$ cat src/rtl/load_store_unit.sv
// Multi-cycle load/store unit sitting between the core datapath and a
// request/ready memory bus. Stalls the core while an access is outstanding,
// formats store lanes/byte enables and sign/zero-extends load data.
module load_store_unit #(
  parameter int ADDR_WIDTH = 32
) (
  input  logic                  clk,
  input  logic                  reset,
  input  logic                  MemRead,
  input  logic                  MemWrite,
  input  logic [2:0]            Funct3,
  input  logic [31:0]           ALUResult,
  input  logic [31:0]           WriteData,
  output logic [31:0]           ReadData,
  output logic                  Stall,
  output logic                  AccessFault,
  output logic                  mem_req,
  output logic                  mem_we,
  output logic [ADDR_WIDTH-1:0] mem_addr,
  output logic [3:0]            mem_be,
  output logic [31:0]           mem_wdata,
  input  logic                  mem_ready,
  input  logic [31:0]           mem_rdata
);

  typedef enum logic [1:0] {
    IDLE = 2'd0,
    BUSY = 2'd1,
    DONE = 2'd2
  } state_t;

  state_t      state, state_next;

  logic        access;
  logic        illegal;
  logic        misaligned;
  logic        fault;
  logic [3:0]  be_d;
  logic [31:0] wdata_d;

  logic [2:0]  funct3_q;
  logic [1:0]  offset_q;
  logic [31:0] load_q;

  logic [7:0]  lane_byte;
  logic [15:0] lane_half;
  logic [31:0] load_fmt;

  // Decode the incoming request: fault detection and store lane formatting
  always_comb begin
    access = MemRead | MemWrite;
    if (MemWrite) begin
      illegal = Funct3[2] | (Funct3[1:0] == 2'b11);
    end else begin
      illegal = (Funct3 == 3'b011) | (Funct3 == 3'b110) | (Funct3 == 3'b111);
    end
    misaligned = ((Funct3[1:0] == 2'b01) & ALUResult[0]) |
                 ((Funct3 == 3'b010) & (ALUResult[1:0] != 2'b00));
    fault = access & (illegal | misaligned);

    be_d    = 4'b1111;
    wdata_d = '0;
    if (MemWrite) begin
      case (Funct3[1:0])
        2'b00: begin
          be_d    = 4'b0001 << ALUResult[1:0];
          wdata_d = {4{WriteData[7:0]}};
        end
        2'b01: begin
          be_d    = ALUResult[1] ? 4'b1100 : 4'b0011;
          wdata_d = {2{WriteData[15:0]}};
        end
        default: begin
          be_d    = 4'b1111;
          wdata_d = WriteData;
        end
      endcase
    end
  end

  // Pick the addressed lane out of the returned word and extend it
  always_comb begin
    case (offset_q)
      2'b00:   lane_byte = mem_rdata[7:0];
      2'b01:   lane_byte = mem_rdata[15:8];
      2'b10:   lane_byte = mem_rdata[23:16];
      default: lane_byte = mem_rdata[31:24];
    endcase
    lane_half = offset_q[1] ? mem_rdata[31:16] : mem_rdata[15:0];
    case (funct3_q)
      3'b000:  load_fmt = {{24{lane_byte[7]}}, lane_byte};
      3'b100:  load_fmt = {24'd0, lane_byte};
      3'b001:  load_fmt = {{16{lane_half[15]}}, lane_half};
      3'b101:  load_fmt = {16'd0, lane_half};
      default: load_fmt = mem_rdata;
    endcase
  end

  // State register
  always_ff @(posedge clk) begin
    if (reset) begin
      state <= IDLE;
    end else begin
      state <= state_next;
    end
  end

  // Next-state logic
  always_comb begin
    state_next = state;
    case (state)
      IDLE:    if (access && !fault) state_next = BUSY;
      BUSY:    if (mem_ready) state_next = DONE;
      DONE:    state_next = IDLE;
      default: state_next = IDLE;
    endcase
  end

  // Request latches (held stable on the bus while BUSY) and load capture
  always_ff @(posedge clk) begin
    if (reset) begin
      mem_we    <= 1'b0;
      mem_addr  <= '0;
      mem_be    <= '0;
      mem_wdata <= '0;
      funct3_q  <= '0;
      offset_q  <= '0;
      load_q    <= '0;
    end else begin
      case (state)
        IDLE: begin
          if (access && !fault) begin
            mem_we    <= MemWrite;
            mem_addr  <= {ALUResult[ADDR_WIDTH-1:2], 2'b00};
            mem_be    <= be_d;
            mem_wdata <= wdata_d;
            funct3_q  <= Funct3;
            offset_q  <= ALUResult[1:0];
          end
        end
        BUSY: begin
          if (mem_ready && !mem_we) load_q <= load_fmt;
        end
        default: ;
      endcase
    end
  end

  // Outputs decoded from the current state
  always_comb begin
    mem_req     = 1'b0;
    Stall       = 1'b0;
    AccessFault = 1'b0;
    ReadData    = '0;
    case (state)
      IDLE: begin
        Stall       = access & ~fault;
        AccessFault = fault;
      end
      BUSY: begin
        mem_req = 1'b1;
        Stall   = 1'b1;
      end
      DONE: begin
        ReadData = load_q;
      end
      default: ;
    endcase
  end

endmodule

$ cat config.mk
export PLATFORM = sky130hd
export DESIGN_NAME = load_store_unit
export DESIGN_NICKNAME = d
export VERILOG_FILES = /design/src/rtl/load_store_unit.sv
export SDC_FILE = /design/constraint.sdc
export NUM_CORES = 1
export LEC_CHECK = 0
export ABC_AREA = 1
export CAP_MARGIN = 20
export CORE_MARGIN = 4
export CORE_UTILIZATION = 24
export CTS_BUF_LIST = sky130_fd_sc_hd__clkbuf_4 sky130_fd_sc_hd__clkbuf_8 sky130_fd_sc_hd__clkbuf_16
export DETAILED_ROUTE_END_ITERATION = 10
export MAX_ROUTING_LAYER = met4
export PLACE_DENSITY_LB_ADDON = 0.15
export SYNTH_ARGS = -nofsm -noshare
export SYNTH_HDL_FRONTEND = slang
export SYNTH_SLANG_ARGS = --single-unit
$ cat constraint.sdc
create_clock -name clk -period 1.5 [get_ports clk]
set_clock_uncertainty 0.1 [all_clocks]
set_input_delay 0.3 -clock clk [delete_from_list [all_inputs] [get_ports clk]]
set_output_delay 0.3 -clock clk [all_outputs]
set_load 0.05 [all_outputs]
==> results.md, run 1 <==
* Detailed placer's ending HPWL at 14400 um
* Via Count at 5793
* Nets at 1145
* Reg-to-Reg Start: state[0]
* Power, Total at 8040 uW
* Core area at 0.0205 mm2
* Synth Area in Compound Gates at 18.9%
* Placed instance count at 1278
* Routed wl met2 at 9150 um
* Worst min-delay path category: primary input to flip-flop
* Fin crit period at 1.74 ns
* Largest net degree at the start of global routing at 57
* Fill count at 1998
* Crit path DAT at 1.34 ns
* Post-DRT Antenna Nets at 0
* Max FO, Critical Path at 14
* Final Hold Fails at 0
* Share of cells above drive strength 1 at 28.1%
* CP Data Required Time at 1.10 ns
* Ys async rst share at 0%
* Initial drt markers at 326
* Met3 Routed Length at 1470 um
* CTS tree: done
* Die area at 0.0235 mm2
* Top Ports at 208
* Top-count cell post-synth: nand2_1
* Final count of pins violating max slew at 0
* Max Cap Viol at 0
* Slowest cell delay on critical path at 0.36 ns
* Routed WL at 19900 um
* Synth Warn # at 0
* CP Launch Type: flip-flop
* Overflow after GRT at 0
* CTS root buffer: clkbuf_16
* Post-synth top area share at 41.9%
* CP max-delay cell: dfxtp_2
* Setup CP Type: flip-flop to output port
* Post-synth EDFFs at 0
* Drt via density at 4.39
* Final setup vio count at 91
* Finished Layout Cells at 1319
* Final core utilization at 48.6%
* Post-Synth Simple-Gate Area at 27.6%
* Gp weighted congestion at 0.888
* Longest Clk Path Bufs at 2
* Leakage power at 0.00406 uW
* Clock slew at reported path FFs at 0.07 ns
* Clock Sinks at 106
* CTS Hold Bufs at 0
* Input/output buffers at 205
* Cell mode on critical path: buf_12
* Register bit total from synthesis at 106
* Total GRT Usage at 17.0%
* Largest family of logic cells by synthesized area: simple AND/OR/NAND/NOR gates
* Routed wire length per instance at 15.1 um
* F_max at 574 MHz
* Status: finished with violations
* Synth cell count leaders: nand2_1 (191), nor2_1 (131), dfxtp_1 (106)
* Cells after synthesis at 777
* Met1 Wirelength at 8840 um
* Post-synthesis cell area at 0.00507 mm2
* Cell Chain, Critical Path: inv_2 > nand2_4 > buf_12 > nor2_2 > buf_12
* Post-synthesis average cell area at 6.52 um2
* Die W at 153 um
* Post-synth cell types at 28
* Number of global-route vias before repair at 5746
* Area Growth Syn to Fin at 96.4%
* Initial Util at 24.7%
* Post-Synth XOR/XNOR Area at 0%
* Initial antenna violation count at 3
* Post-synthesis mux area share at 0%
* PD cells at 808 mW/mm2
* Adder-Cell Fraction of Synth Area at 0%
* H-tree Lvls at 3
* Die outline height at 153 um
* Dominant synthesized flop cell: dfxtp_1
* Worst Setup Slack, final at -0.241 ns
* Crit path capture type: output port
* Synth area leader: dfxtp_1
* Failing checks: negative setup slack
* # DRC at 0
* Worst-Skew Late Latency at 0.35 ns
* Sequential share of the synthesized area at 41.9%
* DR top layer: met4
* Synth area leaders: dfxtp_1 (42%), nand2_1 (14%), nor2_1 (9.7%)
* First-pass detailed-route iteration total at 4
* First-pass GRT wire length at 31100 um
* HP Start: ALUResult[1]
* Crit. Startpoint: state[0]
* Rows at 52
* Peak supply drop at 559 uV
* Crit share post-route at 116%
* TritonCTS Buffers at 9
* RSZ-0062 raised after global routing: true
-- cells by family (layout without fill, tap and decap cells) --
| group | after synthesis | in the layout |
|---|---|---|
| compound gates | 188 | 188 |
| buf+inv | 127 | 395 |
| flops | 106 | 106 |
| other cells | 1 | 5 |
| simple gates | 355 | 355 |
-- final timing paths --
check / endpoint / cells after the start / slack, ns
max: ReadData[25] / 5 / -0.24
max reg2reg: mem_wdata[7] / 8 / -0.15
min: offset_q[1] / 4 / 0.26
min reg2reg: funct3_q[0] / 2 / 0.38
-- stage by stage --
step / worst slack (ns) / instance area, um2 / TNS, ns / hold WS, ns
after floorplan: -0.210 / 5100 / -7.25 / 0.348
after global placement: -0.798 / 8890 / -55.90 / 0.369
after detailed placement: -0.813 / 8890 / -60.22 / 0.373
after CTS: -0.278 / 9830 / -12.99 / 0.305
after global routing: -0.301 / 9950 / -17.85 / 0.294
final: -0.241 / 9950 / -11.36 / 0.256
-- routing by layer --
layer / global-route usage (%) / up-vias
met5: - / -
met2: 26.4 / 161
met1: 21.1 / 2621
met4: 5.90 / 0
li1: - / 2987
met3: 5.09 / 24
-- flip-flops by register name (all words and copies together), names as in the netlist --
register and cells:
funct3_q 3, load_q 32, mem_addr 30, mem_be 4
mem_wdata 32, mem_we 1, offset_q 2, state 2
-- critical path, delay by kind of cell, from the launching register on --
family        cells  cell delay, ns
flops             1            0.36
simple gates      2            0.23
buf+inv           3            0.40
-- final cells by class --
type | count | area [um2] | area share (%)
Inverter | 76 | 300 | 3.02
Timing Repair inverter | 1 | 16.3 | 0.163
Timing Repair Buffer | 302 | 4210 | 42.3
Antenna cell | 3 | 7.51 | 0.0754
Multi-Input combinational cell | 545 | 2670 | 26.9
Tap cell | 270 | 338 | 3.39
Sequential cell | 106 | 2130 | 21.4
Clock buffer | 12 | 254 | 2.55
Clock inverter | 4 | 27.5 | 0.277
-- cells in the final DEF, fill, tap and decap left out, types with 3 or more instances in the layout --
| cell | netlist | final |
|---|---|---|
| a31oi_1 | 5 | 5 |
| nor2_1 | 131 | 96 |
| bufbuf_16 | 0 | 5 |
| inv_2 | 4 | 5 |
| inv_1 | 71 | 69 |
| o21ai_2 | 1 | 3 |
| buf_4 | 9 | 66 |
| diode_2 | 0 | 3 |
| clkinvlp_4 | 0 | 3 |
| nand3_2 | 2 | 3 |
| buf_12 | 0 | 118 |
| nor2_4 | 0 | 24 |
| nand2_1 | 191 | 188 |
| buf_16 | 0 | 3 |
| clkdlybuf4s50_1 | 0 | 95 |
| o21ai_1 | 21 | 23 |
| buf_6 | 8 | 5 |
| a21oi_2 | 0 | 14 |
| nor3_1 | 11 | 11 |
| dlygate4sd2_1 | 0 | 3 |
| nand3_1 | 13 | 12 |
| a21oi_1 | 96 | 82 |
| dfxtp_1 | 106 | 103 |
| nor2_2 | 0 | 11 |
| clkbuf_16 | 0 | 10 |
| o21ai_0 | 62 | 58 |
-- report_power, final --
group | switching, uW | total (uW) | leakage, uW | internal, uW
clock network | 1120 | 2330 | 0.000132 | 1210
registers | 144 | 3120 | 0.000866 | 2980
logic | 1300 | 2580 | 0.00306 | 1290
total | 2560 | 8040 | 0.00406 | 5480
-- what timing repair did --
item                       CTS  global route
setup buffers               12             1
gates resized for setup     96            30
cloned                       9             1
setup endpoints to repair  108           119
pin swaps                    6             5
Power figures use the tool's default switching activity.
==> run 2: changes to the inputs <==
--- a/config.mk
+++ b/config.mk
@@ -8,7 +8,7 @@
 export ABC_AREA = 1
 export CAP_MARGIN = 20
 export CORE_MARGIN = 4
-export CORE_UTILIZATION = 24
+export CORE_UTILIZATION = 39
 export CTS_BUF_LIST = sky130_fd_sc_hd__clkbuf_4 sky130_fd_sc_hd__clkbuf_8 sky130_fd_sc_hd__clkbuf_16
 export DETAILED_ROUTE_END_ITERATION = 10
 export MAX_ROUTING_LAYER = met4
==> run 2 against run 1 <==
The run still ends with negative setup slack left. Cell count fell by 8.4%. Clock power is 3% lower. Via count rose by 5.0%. Global-route usage increased by 7.2 points. Maximum frequency down 0.67%. Combinational power barely moved. Critical path depth grew 2. Non-clock buffer count shrank 10. Cell area is 1.6% lower. Critical endpoint is now Stall.
==> results.md, run 2 (synthesis results as in run 1) <==
* Commonest non-fill, non-tap cell in the layout: nand2_1 (unchanged)
* Worst min-delay path category: primary input to flip-flop (unchanged)
* RSZ-0062 raised after global routing: true (unchanged)
* TritonCTS Buffers at 9 (unchanged)
* Rows at 41 (was 52)
* Peak supply drop at 481 uV (was 559 uV)
* CP Launch Type: primary input (was flip-flop)
* Clock Sinks at 106 (unchanged)
* Routed wire length per instance at 16.3 um (was 15.1 um)
* Worst Setup Slack, final at -0.253 ns (was -0.241 ns)
* H-tree Lvls at 3 (unchanged)
* Design area at 0.00979 mm2 (was 0.00995 mm2)
* Setup CP Type: primary input to output port (was flip-flop to output port)
* Crit share post-route at 117% (was 116%)
* Core area at 0.0127 mm2 (was 0.0205 mm2)
* Commonest non-fill, non-tap cells in the layout: nand2_1 (184), buf_12 (115), dfxtp_1 (101) (was nand2_1 (188), buf_12 (118), dfxtp_1 (103))
* Final Hold Fails at 0 (unchanged)
* Max FO, Critical Path at 4 (was 14)
* CTS tree: done (unchanged)
* Post-DRT Antenna Nets at 0 (unchanged)
* Nets at 1135 (was 1145)
* Status: finished with violations (unchanged)
* CTS root buffer: clkbuf_16 (unchanged)
* Initial drt markers at 468 (was 326)
* Drt via density at 5.04 (was 4.39)
* Total GRT Usage at 24.3% (was 17.0%)
* CTS Hold Bufs at 0 (unchanged)
* Die W at 122 um (was 153 um)
* Area post-placement at 0.00869 mm2 (was 0.00889 mm2)
* Final count of pins violating max slew at 0 (unchanged)
* PD cells at 813 mW/mm2 (was 808 mW/mm2)
* Clock slew at reported path FFs at 0.07 ns (about the same)
* Input/output buffers at 205 (unchanged)
* Initial Util at 40.0% (was 24.7%)
* Slowest cell delay on critical path at 0.27 ns (was 0.36 ns)
* Initial antenna violation count at 1 (was 3)
* # DRC at 0 (unchanged)
* First-pass GRT wire length at 27800 um (was 31100 um)
* Longest Clk Path Bufs at 2 (unchanged)
* Max Cap Viol at 0 (unchanged)
* Final setup vio count at 79 (was 91)
* Share of cells above drive strength 1 at 29.1% (was 28.1%)
* Number of global-route vias before repair at 5682 (was 5746)
* Fin crit period at 1.75 ns (was 1.74 ns)
* Power, Total at 7960 uW (was 8040 uW)
* Area Growth Syn to Fin at 93.2% (was 96.4%)
* Worst-Skew Late Latency at 0.34 ns (was 0.35 ns)
* Die outline height at 122 um (was 153 um)
* Crit path capture type: output port (unchanged)
* Top Ports at 208 (unchanged)
* Fill count at 883 (was 1998)
* Leakage power at 0.00399 uW (was 0.00406 uW)
* Cell Chain, Critical Path: dlygate4sd2_1 > buf_4 > o21ai_2 > nand3_2 > buf_6 > nand2_8 > buf_12 (was inv_2 > nand2_4 > buf_12 > nor2_2 > buf_12)
* Routed WL at 19700 um (was 19900 um)
* Overflow after GRT at 0 (unchanged)
* Via Count at 6085 (was 5793)
* Die area at 0.0149 mm2 (was 0.0235 mm2)
* Largest net degree at the start of global routing at 48 (was 57)
* First-pass detailed-route iteration total at 5 (was 4)
* F_max at 570 MHz (was 574 MHz)
* CP Data Required Time at 1.10 ns (about the same)
* Crit path DAT at 1.35 ns (was 1.34 ns)
* Detailed placer's ending HPWL at 13200 um (was 14400 um)
* CP max-delay cell: dlygate4sd2_1 (was dfxtp_2)
* Failing checks: negative setup slack (unchanged)
* Gp weighted congestion at 0.905 (was 0.888)
* Regs by FF count: load_q: 32 flops, mem_wdata: 32 flops, mem_addr: 30 flops (unchanged)
-- run 2: metrics by stage --
stage	cells	setup TNS, ns	hold WS, ns	util [%]	worst slack [ns]
detailed placement	1169	-49.03	0.392	68.6	-0.666
floorplan	778	-7.25	0.348	-	-0.210
finish	1208	-8.80	0.249	77.2	-0.253
global route	1207	-14.06	0.334	77.2	-0.301
CTS	1192	-10.13	0.311	72.0	-0.271
global placement	1169	-45.49	0.377	68.6	-0.609
-- run 2: timing repair --
item                                    4_1_cts  5_1_grt
endpoints found under the setup margin      107      137
resized for setup                            30      130
gates cloned                                  1       12
hold endpoints to repair                      0        0
setup buffers                                 8        2
pin swaps                                     6       13
-- run 2: final timing paths --
path,slack [ns],startpoint,end,cells after the start
setup reg to reg,-0.07,state[0],mem_addr[24],9
hold reg to reg,0.40,mem_wdata[14],mem_wdata[14],2
hold / removal,0.25,ALUResult[1],offset_q[1],4
setup / recovery,-0.25,Funct3[0],Stall,7
-- run 2: power by group --
part / total (uW) / switching [uW] / internal [uW]
Sequential: 3130 / 154 / 2980
Clock: 2260 / 1040 / 1220
Combinational: 2560 / 1330 / 1230
Total: 7960 / 2530 / 5430
-- run 2: per-layer routing --
layer  vias up  wire length, um  GRT usage [%]  part of all wire, %
li1       2978                -              -                    -
met1      2848             7630           28.0                   39
met2       223             9830           40.5                   50
met3        36             1790           7.10                  9.1
met4         0              429           7.91                  2.2
met5         -                0              -                    0
-- run 2: layout make-up --
| type | count | area, um2 | share of cell area, % |
|---|---|---|---|
| antenna | 2 | 5.00 | 0.0511 |
| clock buffer | 12 | 260 | 2.66 |
| clock inverter | 2 | 13.8 | 0.141 |
| inverter | 76 | 308 | 3.14 |
| multi-input combinational | 545 | 2770 | 28.3 |
| sequential | 106 | 2130 | 21.8 |
| tap | 172 | 215 | 2.20 |
| timing repair buffer | 292 | 4070 | 41.5 |
| timing repair inverter | 1 | 16.3 | 0.166 |
-- run 2: critical path: cells and delay by family --
family,cells,cell delay (ns)
buffers and inverters,4,0.70
and+or+nand+nor,2,0.19
AOI/OAI and AO/OA,1,0.16
